File: config.mk
export PLATFORM = sky130hd
export DESIGN_NAME = aes_ctr_sched
export DESIGN_NICKNAME = d
export VERILOG_FILES = /design/src/rtl/aes_pkg.sv /design/src/rtl/aes_ctr_sched.sv
export SDC_FILE = /design/constraint.sdc
export NUM_CORES = 1
export LEC_CHECK = 0
export BUFFER_PORTS_ARGS = -buffer_cell sky130_fd_sc_hd__buf_4
export CORE_UTILIZATION = 45
export DETAILED_ROUTE_END_ITERATION = 16
export PLACE_DENSITY = 0.83
export REMOVE_ABC_BUFFERS = 1
export SKIP_LAST_GASP = 1
export SYNTH_ARGS = -nofsm -noshare
export SYNTH_HDL_FRONTEND = slang
export SYNTH_SLANG_ARGS = --single-unit
File: constraint.sdc
create_clock -name clk_i -period 2.16 [get_ports clk_i]
set_clock_uncertainty 0.1 [all_clocks]
set_input_delay 0.216 -clock clk_i [delete_from_list [all_inputs] [get_ports clk_i]]
set_output_delay 0.216 -clock clk_i [all_outputs]
set_load 0.02 [all_outputs]
File: src/rtl/aes_pkg.sv
// Shared AES counter-mode types: slice geometry and the
// sparse state encoding used by the counter scheduler.
package aes_pkg;

  localparam int SliceSizeCtr  = 16;
  localparam int CtrSlices     = 8;
  localparam int SliceIdxWidth = 3;
  localparam int BlockWidth    = SliceSizeCtr * CtrSlices;
  localparam int IvWords       = 4;

  // Pairwise Hamming distance >= 3 between all codes.
  typedef enum logic [5:0] {
    CTR_IDLE      = 6'b001110,
    CTR_READY     = 6'b110010,
    CTR_INCR_REQ  = 6'b010101,
    CTR_INCR_WAIT = 6'b101001,
    CTR_ERROR     = 6'b111111
  } ctr_state_e;

endpackage

File: src/rtl/aes_ctr_sched.sv
// AES-CTR counter block scheduler: holds the counter,
// hands blocks to the cipher and sequences slice increments.
module aes_ctr_sched
  import aes_pkg::*;
(
  input  logic                     clk_i,
  input  logic                     rst_i,
  input  logic [IvWords-1:0]       iv_we_i,
  input  logic [BlockWidth-1:0]    iv_i,
  output logic                     ctr_valid_o,
  input  logic                     ctr_ready_i,
  output logic [BlockWidth-1:0]    ctr_block_o,
  output logic                     incr_o,
  input  logic                     fsm_ready_i,
  input  logic                     fsm_alert_i,
  input  logic [SliceIdxWidth-1:0] slice_idx_i,
  output logic [SliceSizeCtr-1:0]  slice_o,
  input  logic [SliceSizeCtr-1:0]  slice_i,
  input  logic                     slice_we_i,
  output logic                     iv_ignored_o,
  output logic                     alert_o
);

  ctr_state_e state_q, state_d;

  logic [BlockWidth-1:0] ctr_q, ctr_d;
  logic [IvWords-1:0]    flags_q, flags_d;
  logic [3:0]            wcnt_q, wcnt_d;
  logic                  first_q, first_d;
  logic                  ign_q, ign_d;
  logic                  iv_any;

  logic [CtrSlices-1:0][SliceSizeCtr-1:0] slices;

  assign slices       = ctr_q;
  assign slice_o      = slices[slice_idx_i];
  assign ctr_block_o  = ctr_q;
  assign iv_any       = |iv_we_i;

  assign ctr_valid_o  = (state_q == CTR_READY);
  assign incr_o       = (state_q == CTR_INCR_REQ) & fsm_ready_i;
  assign alert_o      = (state_q == CTR_ERROR);
  assign iv_ignored_o = ign_q;

  always_comb begin
    state_d = state_q;
    ctr_d   = ctr_q;
    flags_d = flags_q;
    wcnt_d  = wcnt_q;
    first_d = 1'b0;
    ign_d   = 1'b0;

    unique case (state_q)
      CTR_IDLE: begin
        for (int k = 0; k < IvWords; k++) begin
          if (iv_we_i[k]) ctr_d[32*k +: 32] = iv_i[32*k +: 32];
        end
        flags_d = flags_q | iv_we_i;
        if (flags_q == '1) begin
          state_d = CTR_READY;
          flags_d = '0;
        end
      end
      CTR_READY: begin
        if (iv_any) begin
          for (int k = 0; k < IvWords; k++) begin
            if (iv_we_i[k]) ctr_d[32*k +: 32] = iv_i[32*k +: 32];
          end
          flags_d = iv_we_i;
          state_d = CTR_IDLE;
        end else if (ctr_ready_i) begin
          state_d = CTR_INCR_REQ;
        end
      end
      CTR_INCR_REQ: begin
        ign_d = iv_any;
        if (fsm_ready_i) begin
          state_d = CTR_INCR_WAIT;
          wcnt_d  = '0;
          first_d = 1'b1;
        end
      end
      CTR_INCR_WAIT: begin
        ign_d = iv_any;
        if (slice_we_i) begin
          for (int i = 0; i < CtrSlices; i++) begin
            if (slice_idx_i == i[SliceIdxWidth-1:0]) begin
              ctr_d[SliceSizeCtr*i +: SliceSizeCtr] = slice_i;
            end
          end
          wcnt_d = wcnt_q + 4'd1;
        end
        // Ready is still high from before the request on entry.
        if (!first_q && fsm_ready_i) begin
          state_d = (wcnt_q == 4'd8) ? CTR_READY : CTR_ERROR;
        end
      end
      CTR_ERROR: begin
        ign_d = iv_any;
      end
      default: begin
        state_d = CTR_ERROR;
      end
    endcase

    if (slice_we_i && state_q != CTR_INCR_WAIT) state_d = CTR_ERROR;
    if (fsm_alert_i) state_d = CTR_ERROR;
    if (state_d == CTR_ERROR) ctr_d = ctr_q;
  end

  always_ff @(posedge clk_i) begin
    if (rst_i) begin
      state_q <= CTR_IDLE;
      ctr_q   <= '0;
      flags_q <= '0;
      wcnt_q  <= '0;
      first_q <= 1'b0;
      ign_q   <= 1'b0;
    end else begin
      state_q <= state_d;
      ctr_q   <= ctr_d;
      flags_q <= flags_d;
      wcnt_q  <= wcnt_d;
      first_q <= first_d;
      ign_q   <= ign_d;
    end
  end

endmodule

=== After elaboration in Yosys (flattened, before gate mapping) ===
Cells that the tools add are included.

* Equality and inequality tests: 27
* Div/mod/pow operators: 0
* Add/subtract/negate cells: 1
* Shift-type cells: 0
* Bitwise logic cells: 5
* $mul: 0
* Magnitude comparators: 1
* Muxes and demuxes: 33
* Reductions and logical operators: 21

{| class="wikitable"
|+ Operators by type and width
! cell !! number
|-
| one-hot mux 128 bit (3 select lines) || 1
|-
| two-way mux 128 bit || 2
|-
| two-way mux 16 bit || 9
|-
| two-way mux 32 bit || 4
|-
| binary-select mux 16 bit (select 3 bit) || 1
|-
| two-way mux 6 bit || 7
|-
| AND reduction 5 bit || 8
|-
| one-hot mux 6 bit (5 select lines) || 1
|-
| == test 6 bit (second input constant) || 4
|-
| two-way mux 4 bit || 5
|-
| inequality test 2 bit (second input constant) || 10
|-
| one-hot mux 4 bit (2 select lines) || 2
|-
| == test 3 bit (second input constant) || 4
|-
| == test 4 bit (second input constant) || 2
|-
| == test 3 x 2 -> 1 bit (second input constant) || 2
|-
| == test 6 x 4 -> 1 bit (second input constant) || 1
|-
| == test 6 x 5 -> 1 bit (second input constant) || 1
|-
| inequality test 6 bit (second input constant) || 1
|-
| adder 4 x 1 -> 4 bit (second input constant) || 1
|-
| less-than comparator 3 x 4 -> 1 bit (second input constant) || 1
|-
| OR 4 bit || 1
|-
| nonzero test 2 bit || 2
|-
| OR reduction 2 bit || 2
|-
| OR reduction 4 bit || 1
|-
| 12 further kinds || 15
|}

* ROM bits: 0
* Input bits: 157
* RAM bits: 0
* Register bits after elaboration: 144
* Memories: 0
* Bits in latches: 0

=== Depth between registers and ports, before layout ===
* Depth in word-level cells: 9
* Depth in mapped cells: 9
* Mapped depth without buffers: 7

=== Worst setup path after synthesis ===
OpenSTA, ideal clock, no wires.

* Path type: register -> register
* From: register wcnt_q[0]
* To: register ctr_q[110], in the netlist ctr_block_o[110]
* Setup time: 0.119 ns
* Cell stages (with the launch flop): 10
* Buffers on the path: 2
* Data arrival time: 2.030 ns
* Data required time: 1.941 ns
* Path slack: -0.088 ns
* Cell sequence: dfxtp_1 > inv_1 > ha_1 > nand2_1 > or4_1 > a22oi_4 > buf_12 > a41oi_2 > buf_4 > o2bb2ai_1

* Word-level cells in the longest chain between the ends: 9

{| class="wikitable"
|+ RTL lines
! element !! RTL line !! text
|-
| start: declaration || aes_ctr_sched.sv:28 || <nowiki>logic [3:0] wcnt_q, wcnt_d;</nowiki>
|-
| start signal: assignment || aes_ctr_sched.sv:123 || <nowiki>wcnt_q <= wcnt_d;</nowiki>
|-
| == test 4 bit || aes_ctr_sched.sv:95 || <nowiki>state_d = (wcnt_q == 4'd8) ? CTR_READY : CTR_ERROR;</nowiki>
|-
| two-way mux 4 bit || aes_ctr_sched.sv:95 ||
|-
| two-way mux 6 bit || aes_ctr_sched.sv:94 || <nowiki>if (!first_q && fsm_ready_i) begin</nowiki>
|-
| one-hot mux 6 bit (5 select lines) || aes_ctr_sched.sv:53 || <nowiki>unique case (state_q)</nowiki>
|-
| two-way mux 6 bit || aes_ctr_sched.sv:106 || <nowiki>if (slice_we_i && state_q != CTR_INCR_WAIT) state_d = CTR_ERROR;</nowiki>
|-
| two-way mux 6 bit || aes_ctr_sched.sv:107 || <nowiki>if (fsm_alert_i) state_d = CTR_ERROR;</nowiki>
|-
| == test 6 bit || aes_ctr_sched.sv:108 || <nowiki>if (state_d == CTR_ERROR) ctr_d = ctr_q;</nowiki>
|-
| inverter 1 bit (no line) || - ||
|-
| AND reduction 5 bit (no line) || - ||
|-
| end signal: assignment || aes_ctr_sched.sv:121 || <nowiki>ctr_q <= ctr_d;</nowiki>
|-
| end: declaration || aes_ctr_sched.sv:26 || <nowiki>logic [BlockWidth-1:0] ctr_q, ctr_d;</nowiki>
|}

No other way between the ends.
A chain may end at the register's enable or synchronous reset.

=== Final worst setup path ===
* From: register wcnt_q[1]
* To: register ctr_q[121], in the netlist ctr_block_o[121]

The elaborated chain is that of the path after synthesis.

==> summary.md <==
| Metric | Value |
|---|---|
| Initial DRC count | `around 750` |
| Die height | `135.0 um` |
| Synth top area share | `36.19%` |
| Final min period | `2209 ps` |
| RSZ-0062 raised after global routing | `yes` |
| Crit path largest cell delay | `450 ps` |
| Num CTS Buffers | `17` |
| Root Buffer | `clkbuf_16` |
| Outcome | `finished, violations left` |
| Placer Congestion | `0.9379` |
| Top cell type by total area after synthesis | `dfxtp_1` |
| Multi-input gate area | `~4800 sq um` |
| Design Power | `0.007174 W` |
| CP arrival | `2420 ps` |
| Post-Route WL | `36180 um` |
| Worst EP required | `around 2400 ps` |
| Pin count of the biggest net entering global routing | `58` |
| Max-Cap Viols | `0` |
| Slew headroom | `58.54%` |
| WL/cell | `25.42 um` |
| I/O pins | `305` |
| Post-synthesis sequential area ratio | `between 30% and 40%` |
| H-tree Lvls | `4` |
| Leakage power | `roughly 5.6 nW` |
| P&R area growth vs syn | `67.18%` |
| Synthesis Warnings | `0` |
| CTS sink count | `approximately 140` |
| Die X | `135.0 um` |
| Final Cycle Share | `102.3%` |
| Synth cell types | `69` |
| CTS tree | `built` |
| Reg area | `roughly 2900 sq um` |
| Clk buf depth | `2` |
| Post-synth ARST share | `0%` |
| Crit path max fanout | `11` |
| Worst slew pin tran | `621.8 ps` |
| DRC viols | `0` |
| Standard-cell row count | `48` |
| Initial antenna violation count | `2` |
| Final worst slack | `-49.26 ps` |
| Max VDD drop | `around 0.56 mV` |
| Finished Layout Cells | `between 1000 and 1500` |
| Final hold violation count | `0` |
| Hold WC Path Type | `in2reg` |
| PwrDens | `538.7 nW/um^2` |
| Pre-CTS setup slack | `-273.3 ps` |
| I/O Buffers | `304` |
| Area contributors post-synth | `dfxtp_1 36%, mux4_2 9.0%, a21oi_1 8.4%` |
| Number of antenna-violating nets in the routed design | `0` |
| Grt total ovfl | `0` |
| Slew Limit Fails | `0` |
| GRT Resource Usage Total | `38.60%` |
| Filler cells | `1058` |
| Most common cell type on the critical path | `buf_12` |
| Crit Path Category | `reg2reg` |
| Count leader, synth | `dfxtp_1` |
| Startpoint types | `flop` |
| Worst path cell trace | `inv_2 -> ha_4 -> nand2_1 -> or4_4 -> a22oi_4 -> buf_12 -> buf_12 -> a41oi_4 -> buf_12 -> o2bb2ai_1` |
| Slowest cell on crit path | `or4_4` |
| Clock Latency Late Sink | `roughly 420 ps` |
| CORE AREA | `17300 sq um` |
| Initial cell density of the core | `46.05%` |
| CTS clk-pin slew, worst paths | `about 60 ps` |
| Final setup viols | `~50` |
| Mean Syn Cell Area | `10.94 sq um` |
| Synth Cell Area | `7965 sq um` |
| First-pass iteration count of the detailed router | `5` |
| Failing checks | `negative setup slack` |
| First-pass GRT wire length | `52240 um` |
| Share of cells above drive strength 1 | `52.17%` |
| Synth Register Bits | `144` |
| Dpl hpwl | `23010 um` |
| Ys flop type | `dfxtp_1` |
| Top post-synthesis cells by count | `144 x dfxtp_1, 133 x a21oi_1, 65 x nand2b_1, 40 x o22ai_2, 40 x o2bb2ai_2` |
| Final Net Count | `1344` |
| DIE AREA | `18240 sq um` |
| Number of global-route vias before repair | `9078` |
| Placed insts | `1262` |
| CP delay by family, top | `buffers and inverters` |
| Via-per-instance ratio | `~6.3` |
| Cell count after synthesis | `728` |
| DR vias | `8900` |
| Number of synthesized flops with an enable pin | `0` |
| Fmax | `452.6 MHz` |
| CP Capture Type | `flop` |
| CP bufs+invs | `4` |
## power breakdown
part	total (W)	leakage [nW]	internal [W]	switching, W
sequential	0.00268	1.16	0.00267	0.0000125
clock	0.00354	0.338	0.00236	0.00118
combinational	0.000954	4.14	0.000548	0.000406
## flip-flops by register name, summed over array words and instances (netlist names)
name,flops
ctr_block_o,128
first_q,1
flags_q,4
iv_ignored_o,1
state_q,6
wcnt_q,4
## cells in the final DEF (no fill, tap or decap), types with 4 or more instances in the layout
cell type and count:
buf_6 10, dlygate4sd3_1 114, nand2b_1 65, o2bb2ai_1 20, nand4_4 8, buf_12 33, a21oi_1 132, nand2_1 7
a41oi_4 4, inv_1 6, dfxtp_2 7, bufinv_16 7, clkbuf_16 18, o2bb2ai_2 42, o22ai_1 22, and4bb_2 4
a22oi_1 4, mux4_2 32, nand3_1 6, and3_1 17, dfxtp_1 136, mux2_2 16, buf_4 357, nor3_1 6
nor2_1 9, o22ai_2 42
## per-layer routing
layer  wire length, um  global-route usage, %  part of all wire (%)
met4              2033                  25.78                   5.6
met3              3643                  9.610                    10
met1             12810                  43.73                    35
met5                 0                      0                     0
met2             17690                  64.38                    49
## worst min-delay path, cell delays in order
cell     delay, ps
buf_4           80
a21oi_1         50
o22ai_1        140
## metrics by stage
step | instance area [sq um] | hold WS [ps] | TNS, ps | util, %
after floorplan | 7438 | 185.1 | -225990 | -
after global placement | 11010 | 374.0 | -15330 | 63.64
after detailed placement | 11010 | 378.4 | -27090 | 63.64
after CTS | 13050 | 0.03736 | -136.5 | 75.45
after global routing | 13320 | 1.906 | -7895 | 76.99
final | 13320 | 6.514 | -1049 | 76.99
## final timing paths
| kind | start | end | slack, ps | depth (start not counted) |
|---|---|---|---|---|
| setup / recovery | wcnt_q[1] | ctr_block_o[121] | -50 | 10 |
| hold / removal | iv_i[80] | ctr_block_o[80] | 7 | 3 |
| setup reg to reg | wcnt_q[1] | ctr_block_o[121] | -50 | 10 |
| hold reg to reg | ctr_block_o[63] | ctr_block_o[63] | 390 | 1 |
## area by class of cell
cell class | count | share of cell area, %
multi-input cells | 498 | 35.70
repair buffers | 516 | 34.93
flip-flops and latches | 144 | 21.74
clock buffers | 20 | 3.505
well taps | 225 | 2.114
clock inverters | 10 | 1.738
inverters | 8 | 0.2255
diodes | 2 | 0.03758
## repair_timing
item,CTS,global route
hold buffers,114,0
endpoints found under the hold margin,114,0
pin swaps,7,12
endpoints found under the setup margin,129,134
gates resized for setup,25,38
buffers inserted,7,6
gates cloned,1,1
## kinds of logic after synthesis
family,count (synthesis),synth area share (%)
AO/OA/AOI/OAI,295,31.35
AND/OR/NAND/NOR,151,13.62
flip-flops,144,36.19
buffers and inverters,86,6.990
multiplexers,48,11.31
XOR/XNOR,2,0.2200
adder cells (fa/ha/maj),2,0.3141
Note: power is estimated with default switching activity, not from simulation.
